--- config.mk ---
export PLATFORM = sky130hd
export DESIGN_NAME = mem_wb_stage_flat
export DESIGN_NICKNAME = d
export VERILOG_FILES = /design/src/rtl/mem_wb_stage_if.sv /design/src/rtl/mem_wb_stage.sv /design/src/flat_wrapper.sv
export SDC_FILE = /design/constraint.sdc
export NUM_CORES = 1
export LEC_CHECK = 0
export ABC_AREA = 1
export BUFFER_PORTS_ARGS = -buffer_cell sky130_fd_sc_hd__buf_2
export CAP_MARGIN = 40
export CORE_AREA = 2 2 104 106
export CTS_CLUSTER_DIAMETER = 150
export DETAILED_ROUTE_END_ITERATION = 7
export DIE_AREA = 0 0 106 108
export PLACE_DENSITY = 0.77
export REMOVE_ABC_BUFFERS = 1
export SLEW_MARGIN = 15
export SYNTH_ARGS = -nofsm -noshare
export SYNTH_HDL_FRONTEND = slang
export SYNTH_SLANG_ARGS = --single-unit
--- constraint.sdc ---
create_clock -name clk -period 3.8 [get_ports clk]
set_input_delay 0.19 -clock clk [delete_from_list [all_inputs] [get_ports clk]]
set_output_delay 0.19 -clock clk [all_outputs]
set_load 0.02 [all_outputs]
--- src/rtl/mem_wb_stage_if.sv ---
// Data-memory bus between the MEM stage and the data memory.
//   master (MEM stage): drives dm_req, dm_we, dm_addr, dm_wdata;
//                       samples dm_rdata, dm_ack.
//   slave  (memory)   : the mirror image.
// Handshake: dm_req stays high with dm_we/dm_addr/dm_wdata stable until the
// access ends. The access completes in the cycle where dm_req and dm_ack are
// both high; dm_rdata is valid only in that cycle. dm_ack is ignored while
// dm_req is low. The stage may also drop dm_req after its timeout without an
// ack (abort).
interface mem_wb_stage_if;
  logic        dm_req;
  logic        dm_we;
  logic [31:0] dm_addr;
  logic [31:0] dm_wdata;
  logic [31:0] dm_rdata;
  logic        dm_ack;

  modport master (
    output dm_req, dm_we, dm_addr, dm_wdata,
    input  dm_rdata, dm_ack
  );

  modport slave (
    input  dm_req, dm_we, dm_addr, dm_wdata,
    output dm_rdata, dm_ack
  );
endinterface

--- src/rtl/mem_wb_stage.sv ---
// MEM stage plus MEM/WB pipeline register.
// Takes the EX/MEM bundle, runs the data-memory access over the dm bus,
// stalls the upstream pipeline while the access is outstanding, and aborts
// accesses that are misaligned or time out. The writeback value (load data,
// multiplier result or ALU result) is registered for the WB stage.
// Ports:
//   clk, rst_n            clock, asynchronous active-low reset
//   ex_mem_*              EX/MEM register contents
//   dm                    data-memory bus (master side)
//   mem_stall             freeze PC, IF/ID, ID/EX, EX/MEM this cycle
//   mem_wb_*              MEM/WB register outputs
//   err_misalign/timeout  sticky error flags, cleared only by reset
//   stall_cnt             saturating count of stalled cycles
//   dbg_state             current FSM state (0 = IDLE, 1 = WAIT)
module mem_wb_stage #(
  parameter int unsigned TIMEOUT = 255
) (
  input  logic                 clk,
  input  logic                 rst_n,
  input  logic                 ex_mem_dm2reg,
  input  logic                 ex_mem_we_dm,
  input  logic                 ex_mem_we_reg,
  input  logic [4:0]           ex_mem_rf_wa,
  input  logic [31:0]          ex_mem_alu_out,
  input  logic [31:0]          ex_mem_wd_dm,
  input  logic [31:0]          ex_mem_multi,
  input  logic                 ex_mem_muxmul,
  mem_wb_stage_if.master       dm,
  output logic                 mem_stall,
  output logic                 mem_wb_we_reg,
  output logic [4:0]           mem_wb_rf_wa,
  output logic [31:0]          mem_wb_wd,
  output logic                 err_misalign,
  output logic                 err_timeout,
  output logic [15:0]          stall_cnt,
  output logic                 dbg_state
);

  typedef enum logic {S_IDLE = 1'b0, S_WAIT = 1'b1} state_t;

  localparam logic [7:0] TO_LAST = 8'(TIMEOUT);

  state_t      r_state;
  logic [7:0]  r_timer;
  logic        r_we_reg;
  logic [4:0]  r_rf_wa;
  logic [31:0] r_wd;
  logic        r_err_misalign;
  logic        r_err_timeout;
  logic [15:0] r_stall_cnt;

  logic        w_mem_op;
  logic        w_misalign;
  logic        w_issue;
  logic        w_req;
  logic        w_timeout;
  logic        w_stall;
  logic [31:0] w_wb_data;

  assign w_mem_op   = ex_mem_dm2reg | ex_mem_we_dm;
  // Only meaningful in IDLE; in WAIT the EX/MEM contents are frozen and
  // were already found aligned when the request was issued.
  assign w_misalign = (r_state == S_IDLE) & w_mem_op & (ex_mem_alu_out[1:0] != 2'b00);
  assign w_issue    = (r_state == S_IDLE) & w_mem_op & ~w_misalign;

  // Gated by rst_n so the request disappears the instant reset is asserted.
  assign w_req      = rst_n & (w_issue | (r_state == S_WAIT));
  // Last WAIT cycle without ack: request is still up this cycle, dropped next.
  assign w_timeout  = (r_state == S_WAIT) & ~dm.dm_ack & (r_timer == TO_LAST);
  assign w_stall    = w_req & ~dm.dm_ack & ~w_timeout;

  // A load wins if both dm2reg and we_dm are set.
  assign dm.dm_req   = w_req;
  assign dm.dm_we    = ex_mem_we_dm & ~ex_mem_dm2reg;
  assign dm.dm_addr  = ex_mem_alu_out;
  assign dm.dm_wdata = ex_mem_wd_dm;

  assign w_wb_data = ex_mem_dm2reg ? dm.dm_rdata
                   : (ex_mem_muxmul ? ex_mem_multi : ex_mem_alu_out);

  // Access FSM: timer counts WAIT cycles, starting at 1 in the first one.
  always_ff @(posedge clk or negedge rst_n) begin
    if (!rst_n) begin
      r_state <= S_IDLE;
      r_timer <= 8'd0;
    end else begin
      case (r_state)
        S_IDLE: begin
          if (w_issue && !dm.dm_ack) begin
            r_state <= S_WAIT;
            r_timer <= 8'd1;
          end
        end
        S_WAIT: begin
          if (dm.dm_ack || w_timeout) begin
            r_state <= S_IDLE;
            r_timer <= 8'd0;
          end else begin
            r_timer <= r_timer + 8'd1;
          end
        end
        default: begin
          r_state <= S_IDLE;
          r_timer <= 8'd0;
        end
      endcase
    end
  end

  // MEM/WB register: bubble while stalled, write dropped on abort.
  always_ff @(posedge clk or negedge rst_n) begin
    if (!rst_n) begin
      r_we_reg <= 1'b0;
      r_rf_wa  <= 5'd0;
      r_wd     <= 32'd0;
    end else if (w_stall) begin
      r_we_reg <= 1'b0;
      r_rf_wa  <= 5'd0;
      r_wd     <= 32'd0;
    end else begin
      r_we_reg <= ex_mem_we_reg & ~w_misalign & ~w_timeout;
      r_rf_wa  <= ex_mem_rf_wa;
      r_wd     <= w_wb_data;
    end
  end

  // Sticky errors and stall statistics.
  always_ff @(posedge clk or negedge rst_n) begin
    if (!rst_n) begin
      r_err_misalign <= 1'b0;
      r_err_timeout  <= 1'b0;
      r_stall_cnt    <= 16'd0;
    end else begin
      if (w_misalign) r_err_misalign <= 1'b1;
      if (w_timeout)  r_err_timeout  <= 1'b1;
      if (w_stall && (r_stall_cnt != 16'hFFFF)) r_stall_cnt <= r_stall_cnt + 16'd1;
    end
  end

  assign mem_stall     = w_stall;
  assign mem_wb_we_reg = r_we_reg;
  assign mem_wb_rf_wa  = r_rf_wa;
  assign mem_wb_wd     = r_wd;
  assign err_misalign  = r_err_misalign;
  assign err_timeout   = r_err_timeout;
  assign stall_cnt     = r_stall_cnt;
  assign dbg_state     = r_state;

endmodule
--- src/flat_wrapper.sv ---
// flat-port wrapper written by rule: the top's interface ports become plain ports
module mem_wb_stage_flat 
#(
  parameter int unsigned TIMEOUT = 255
)
  (clk, rst_n, ex_mem_dm2reg, ex_mem_we_dm, ex_mem_we_reg, ex_mem_rf_wa, ex_mem_alu_out, ex_mem_wd_dm, ex_mem_multi, ex_mem_muxmul, mem_stall, mem_wb_we_reg, mem_wb_rf_wa, mem_wb_wd, err_misalign, err_timeout, stall_cnt, dbg_state, dm_dm_req, dm_dm_we, dm_dm_addr, dm_dm_wdata, dm_dm_rdata, dm_dm_ack);
  mem_wb_stage_if dm_i ();
  input  logic clk;
  input  logic rst_n;
  input  logic ex_mem_dm2reg;
  input  logic ex_mem_we_dm;
  input  logic ex_mem_we_reg;
  input  logic [4:0] ex_mem_rf_wa;
  input  logic [31:0] ex_mem_alu_out;
  input  logic [31:0] ex_mem_wd_dm;
  input  logic [31:0] ex_mem_multi;
  input  logic ex_mem_muxmul;
  output logic mem_stall;
  output logic mem_wb_we_reg;
  output logic [4:0] mem_wb_rf_wa;
  output logic [31:0] mem_wb_wd;
  output logic err_misalign;
  output logic err_timeout;
  output logic [15:0] stall_cnt;
  output logic dbg_state;
  output wire logic [$bits(dm_i.dm_req)-1:0] dm_dm_req;
  output wire logic [$bits(dm_i.dm_we)-1:0] dm_dm_we;
  output wire logic [$bits(dm_i.dm_addr)-1:0] dm_dm_addr;
  output wire logic [$bits(dm_i.dm_wdata)-1:0] dm_dm_wdata;
  input wire logic [$bits(dm_i.dm_rdata)-1:0] dm_dm_rdata;
  input wire logic [$bits(dm_i.dm_ack)-1:0] dm_dm_ack;
  assign dm_dm_req = dm_i.dm_req;
  assign dm_dm_we = dm_i.dm_we;
  assign dm_dm_addr = dm_i.dm_addr;
  assign dm_dm_wdata = dm_i.dm_wdata;
  assign dm_i.dm_rdata = dm_dm_rdata;
  assign dm_i.dm_ack = dm_dm_ack;
  mem_wb_stage #(.TIMEOUT(TIMEOUT)) u_core (.clk(clk), .rst_n(rst_n), .ex_mem_dm2reg(ex_mem_dm2reg), .ex_mem_we_dm(ex_mem_we_dm), .ex_mem_we_reg(ex_mem_we_reg), .ex_mem_rf_wa(ex_mem_rf_wa), .ex_mem_alu_out(ex_mem_alu_out), .ex_mem_wd_dm(ex_mem_wd_dm), .ex_mem_multi(ex_mem_multi), .ex_mem_muxmul(ex_mem_muxmul), .dm(dm_i), .mem_stall(mem_stall), .mem_wb_we_reg(mem_wb_we_reg), .mem_wb_rf_wa(mem_wb_rf_wa), .mem_wb_wd(mem_wb_wd), .err_misalign(err_misalign), .err_timeout(err_timeout), .stall_cnt(stall_cnt), .dbg_state(dbg_state));
endmodule
After elaboration in Yosys (flattened, before gate mapping)
Index checks and enable logic that the tools add are counted.
- flip-flop bits (word level): 65
- word-level logic and storage cells: 47
- output and inout port bits: 124
- bits of input ports: 140
- $add $sub $neg: 2
- eq/ne operators: 3
- mux-type cells: 11
- reductions and logical operators: 5
- bitwise gates (word level): 18
- operators by type and width (operator ; count):
    $mux W32 ; 3
    $add A16 B1 Y16 const B ; 1
    $mux W8 ; 2
    $ne A16 B16 Y1 const B ; 1
    $pmux W8 S2 ; 1
    $and A1 B1 Y1 ; 11
    $add A8 B1 Y8 const B ; 1
    $eq A8 B8 Y1 const B ; 1
    $mux W5 ; 1
    $not A1 Y1 ; 5
    $mux W1 ; 3
    $logic_and A1 B1 Y1 ; 2
    $ne A2 B2 Y1 const B ; 1
    $or A1 B1 Y1 ; 2
    $pmux W1 S2 ; 1
    $reduce_bool A2 Y1 ; 1
    $logic_not A1 Y1 ; 1
    $logic_or A1 B1 Y1 ; 1

Longest topological paths before layout
- depth after elaboration: 10
- mapped depth: 10
- depth with buffers taken out: 9

Worst setup path after synthesis
No wires, ideal clock.
- path kind: register to register
- start point: register u_core.r_stall_cnt[0], in the netlist u_core.stall_cnt[0]
- end point: register u_core.r_stall_cnt[2], in the netlist u_core.stall_cnt[2]
- data arrival time: 1.618 ns
- slack: 2.064 ns
- clock period less this slack: 1.736 ns
- setup time: 0.118 ns
- path buffers: 1
- data required time: 3.682 ns
- cell stages (with the launch flop): 10
- cell sequence: dfrtp_1 -> ha_1 -> nand3_2 -> nor2_4 -> nand2_4 -> nor2_4 -> nand2_4 -> buf_2 -> nand3_1 -> nand2_1
- longest elaborated chain between the ends: 2
- elaborated cells between the ends (all ways): 3
- classes of those cells: add/sub (1); eq/ne (1); reduce/logical (1)
- ends and longest elaborated chain (what ; line ; RTL):
    start, declared ; mem_wb_stage.sv:50 ; logic [15:0] r_stall_cnt;
    start signal, assigned ; mem_wb_stage.sv:136 ; if (w_stall && (r_stall_cnt != 16'hFFFF)) r_stall_cnt <= r_stall_cnt + 16'd1;
    parallel branches: the longest is 2 deep, another holds $add A16 B1 Y16 ; -- ;
Several ways; the timed one is not identified.
A chain may end at the register's enable or synchronous reset.

Worst setup path after layout
- start point: register u_core.r_timer[0]
- end point: output mem_stall
- longest elaborated chain between the ends: 4
- ends and longest elaborated chain (what ; line ; RTL):
    start, declared ; mem_wb_stage.sv:44 ; logic [7:0] r_timer;
    start signal, assigned ; mem_wb_stage.sv:99 ; r_timer <= r_timer + 8'd1;
    $eq A8 B8 Y1 ; mem_wb_stage.sv:69 ; assign w_timeout = (r_state == S_WAIT) & ~dm.dm_ack & (r_timer == TO_LAST);
    $and A1 B1 Y1 ; mem_wb_stage.sv:69 ;
    $not A1 Y1 ; mem_wb_stage.sv:70 ; assign w_stall = w_req & ~dm.dm_ack & ~w_timeout;
    $and A1 B1 Y1 ; mem_wb_stage.sv:70 ;
    end, declared ; flat_wrapper.sv:18 ; output logic mem_stall;
No other way between the ends.

==> impl_metrics.tcl <==
set metrics [dict create \
    critical_path_class "flip-flop to output port" \
    die_x_um 106 \
    finalInstanceArea_um2 4880 \
    leakagePower_uw 0.00270 \
    n_antenna_cell 0 \
    insertion_delay_ps 330 \
    dr.pass1.iters 4 \
    clk_pin_slew_ps 70 \
    synth-xor-area-share_pct 2.19 \
    synth_fa_ha_area_share_pct 0.625 \
    worstPathRequired_ps 3610 \
    numCtsBuffers 9 \
    synth_area_um2 4010 \
    grt_max_degree 66 \
    max_slew_margin_pct 43.0 \
    fmax_ghz 0.397 \
    gr-total-overflow 0 \
    hold_ws_ps 60.1 \
    viasPerCell 4.81 \
    critPathArrivalTime_ps 2330 \
    async_flop_share_pct 100 \
    finalSetupViolCount 0 \
    place_ws_ps 1530 \
    status "finished clean" \
    synth.area.top_cells "dfrtp_1, buf_4, mux2_2" \
    nets 730 \
    synth_simple_gate_area_share_pct 21.3 \
    grt_pass1_vias 3449 \
    synth_cells 452 \
    ys_warn_count 0 \
    cts_tree "done" \
    synth_common_cells "nand2_1, buf_4, dfrtp_1, nor2_1, mux2i_1" \
    dr_total_vias 3505 \
    worst-path-buf-inv 1 \
    layout_setup_ws_ps 1280 \
    clock_path_buffers 2 \
    cts.sinks 65 \
    synth_edf_count 0 \
    grt_pass1_wl_mm 16.8 \
    timing_max_transition_violations_final 0 \
    crit_slowest_cell "nor2_4" \
    cp_top_family "simple AND/OR/NAND/NOR gates" \
    initial_core_util_pct 39.1 \
    die_h_um 108 \
    synth_compound_area_share_pct 1.19 \
    die-area_um2 11400 \
    postCtsSetupRepairBufs 0 \
    drc_errors 0 \
    wl_mm 10.9 \
    drive_gt1_share_pct 43.8 \
    finalCriticalPeriod_ps 2520 \
    path_max_fanout 35 \
    gp_congestion 0.796 \
    hold_viol 0 \
    synth_cell_types 25 \
    wl_per_cell_um 15.0 \
    synth_seq_cells 65 \
    setup_tns_ps 0 \
    cp_common_cell "nand2_1" \
    cpPeakStageDelay_ps 670 \
    drv_cap 0 \
    worstHoldPathType "input port to flip-flop" \
    dpl_cell_area_um2 4610 \
    total_power_uw 1910 \
    clockRootBuffer "clkbuf_8" \
    htree_levels 3 \
    cts-hold-fix-buffers 0 \
    syn_to_final_growth_pct 21.8 \
    rsz0062_at_grt "false" \
    largest_reg_flops 32 \
    dp_hpwl_mm 8.59 \
    fillers 989 \
    peakVddDrop_mv 0.160 \
    boundaryPins 264 \
    synth_top_flop_cell "dfrtp_1" \
    drt_iter0_markers 90 \
    start_kind "flip-flop" \
    ant_nets 0 \
    synth.largest_area_cell "dfrtp_1" \
    crit_chain "ha_1 > nand2_1 > nor2_2 > nand3_2 > nand2_1 > nor2_4 > buf_2" \
    powerDensity_nw_per_um2 392 \
    syn-mean-instance-area_um2 8.86 \
    post-route-period-util_pct 66.3 \
    finalClockSkew_ps 6.67 \
    io_buffers 199 \
    synth_top_family_by_area "simple AND/OR/NAND/NOR gates" \
    cts_resized 0 \
    antenna_found_initial 0 \
    coreArea_um2 10200 \
    row_count 37 \
    seq_area_frac_synth_pct 40.6 \
    yosys-mux-area-fraction_pct 16.4 \
    critPathCaptureType "output port" \
    gr-usage-all-layers_pct 18.9 \
    yosysTopAreaCellShare_pct 40.6 \
    tightest_slew_ps 854 \
    synth.most_common_cell "nand2_1" \
]
-- logic make-up (layout without fill, tap and decap cells) --
group | Yosys count | in the layout
and+or+nand+nor | 194 | 194
DFF | 65 | 65
AOI/OAI and AO/OA | 9 | 9
muxes | 62 | 62
xor gates and xnor gates | 10 | 10
adders and majority gates | 2 | 2
buffers and inverters | 110 | 251
-- layout make-up --
class	count	area, um^2	share of cell area (%)
Tap cell	136	170	3.49
Timing Repair Buffer	205	1060	21.8
Clock inverter	5	77.6	1.59
Inverter	30	113	2.31
Sequential cell	65	1630	33.4
Multi-Input combinational cell	277	1680	34.4
Clock buffer	11	151	3.10
-- report_power, final --
group | switching [uW] | internal (uW) | total [uW]
sequential | 48.5 | 757 | 805
clock | 264 | 403 | 667
combinational | 262 | 179 | 441
-- worst paths after layout --
| kind | endpoint | from | depth (start not counted) | slack [ps] |
|---|---|---|---|---|
| min | u_core.mem_wb_rf_wa[3]$_DFF_PN0_ | ex_mem_rf_wa[3] | 3 | 60 |
| max | mem_stall | u_core.r_timer[0]$_DFFE_PN0P_ | 7 | 1280 |
| min in group asynchronous | u_core.err_misalign$_DFFE_PN0P_ | rst_n | 3 | 320 |
| min reg2reg | u_core.err_misalign$_DFFE_PN0P_ | u_core.err_misalign$_DFFE_PN0P_ | 2 | 470 |
| max reg2reg | u_core.stall_cnt[6]$_DFFE_PN0P_ | u_core.r_timer[0]$_DFFE_PN0P_ | 9 | 1530 |
| max in group asynchronous | u_core.mem_wb_wd[23]$_DFF_PN0_ | rst_n | 4 | 2990 |
-- stage by stage --
stage | std cells | utilization (%)
final | 729 | 47.7
after CTS | 727 | 47.3
after global routing | 729 | 47.7
after detailed placement | 711 | 45.1
after floorplan | 372 | -
after global placement | 711 | 45.1
-- layout by cell type, fill, tap and decap left out, types with 4 or more instances in the layout --
cell / instances
buf_4: 4
nand4_1: 8
clkbuf_8: 11
nand3_1: 26
mux2i_1: 32
xor2_1: 6
dfrtp_1: 65
nor2_1: 55
inv_1: 30
buf_2: 199
mux2_2: 30
nand2_1: 90
xnor2_1: 4
o21ai_0: 5
-- per-layer routing --
layer / track usage [%] / wire, um
met1: 21.1 / 4090
met2: 32.8 / 5560
met3: 7.78 / 1110
met4: 5.36 / 119
met5: 5.80 / 64
-- worst reg2reg max path, delay by kind of cell, from the launching register on --
kind                     cells  cell delay [ps]
adder cells (fa/ha/maj)      1              230
flip-flops                   1              410
AND/OR/NAND/NOR              8             1540
No activity file was read; power rests on OpenSTA's default activity.
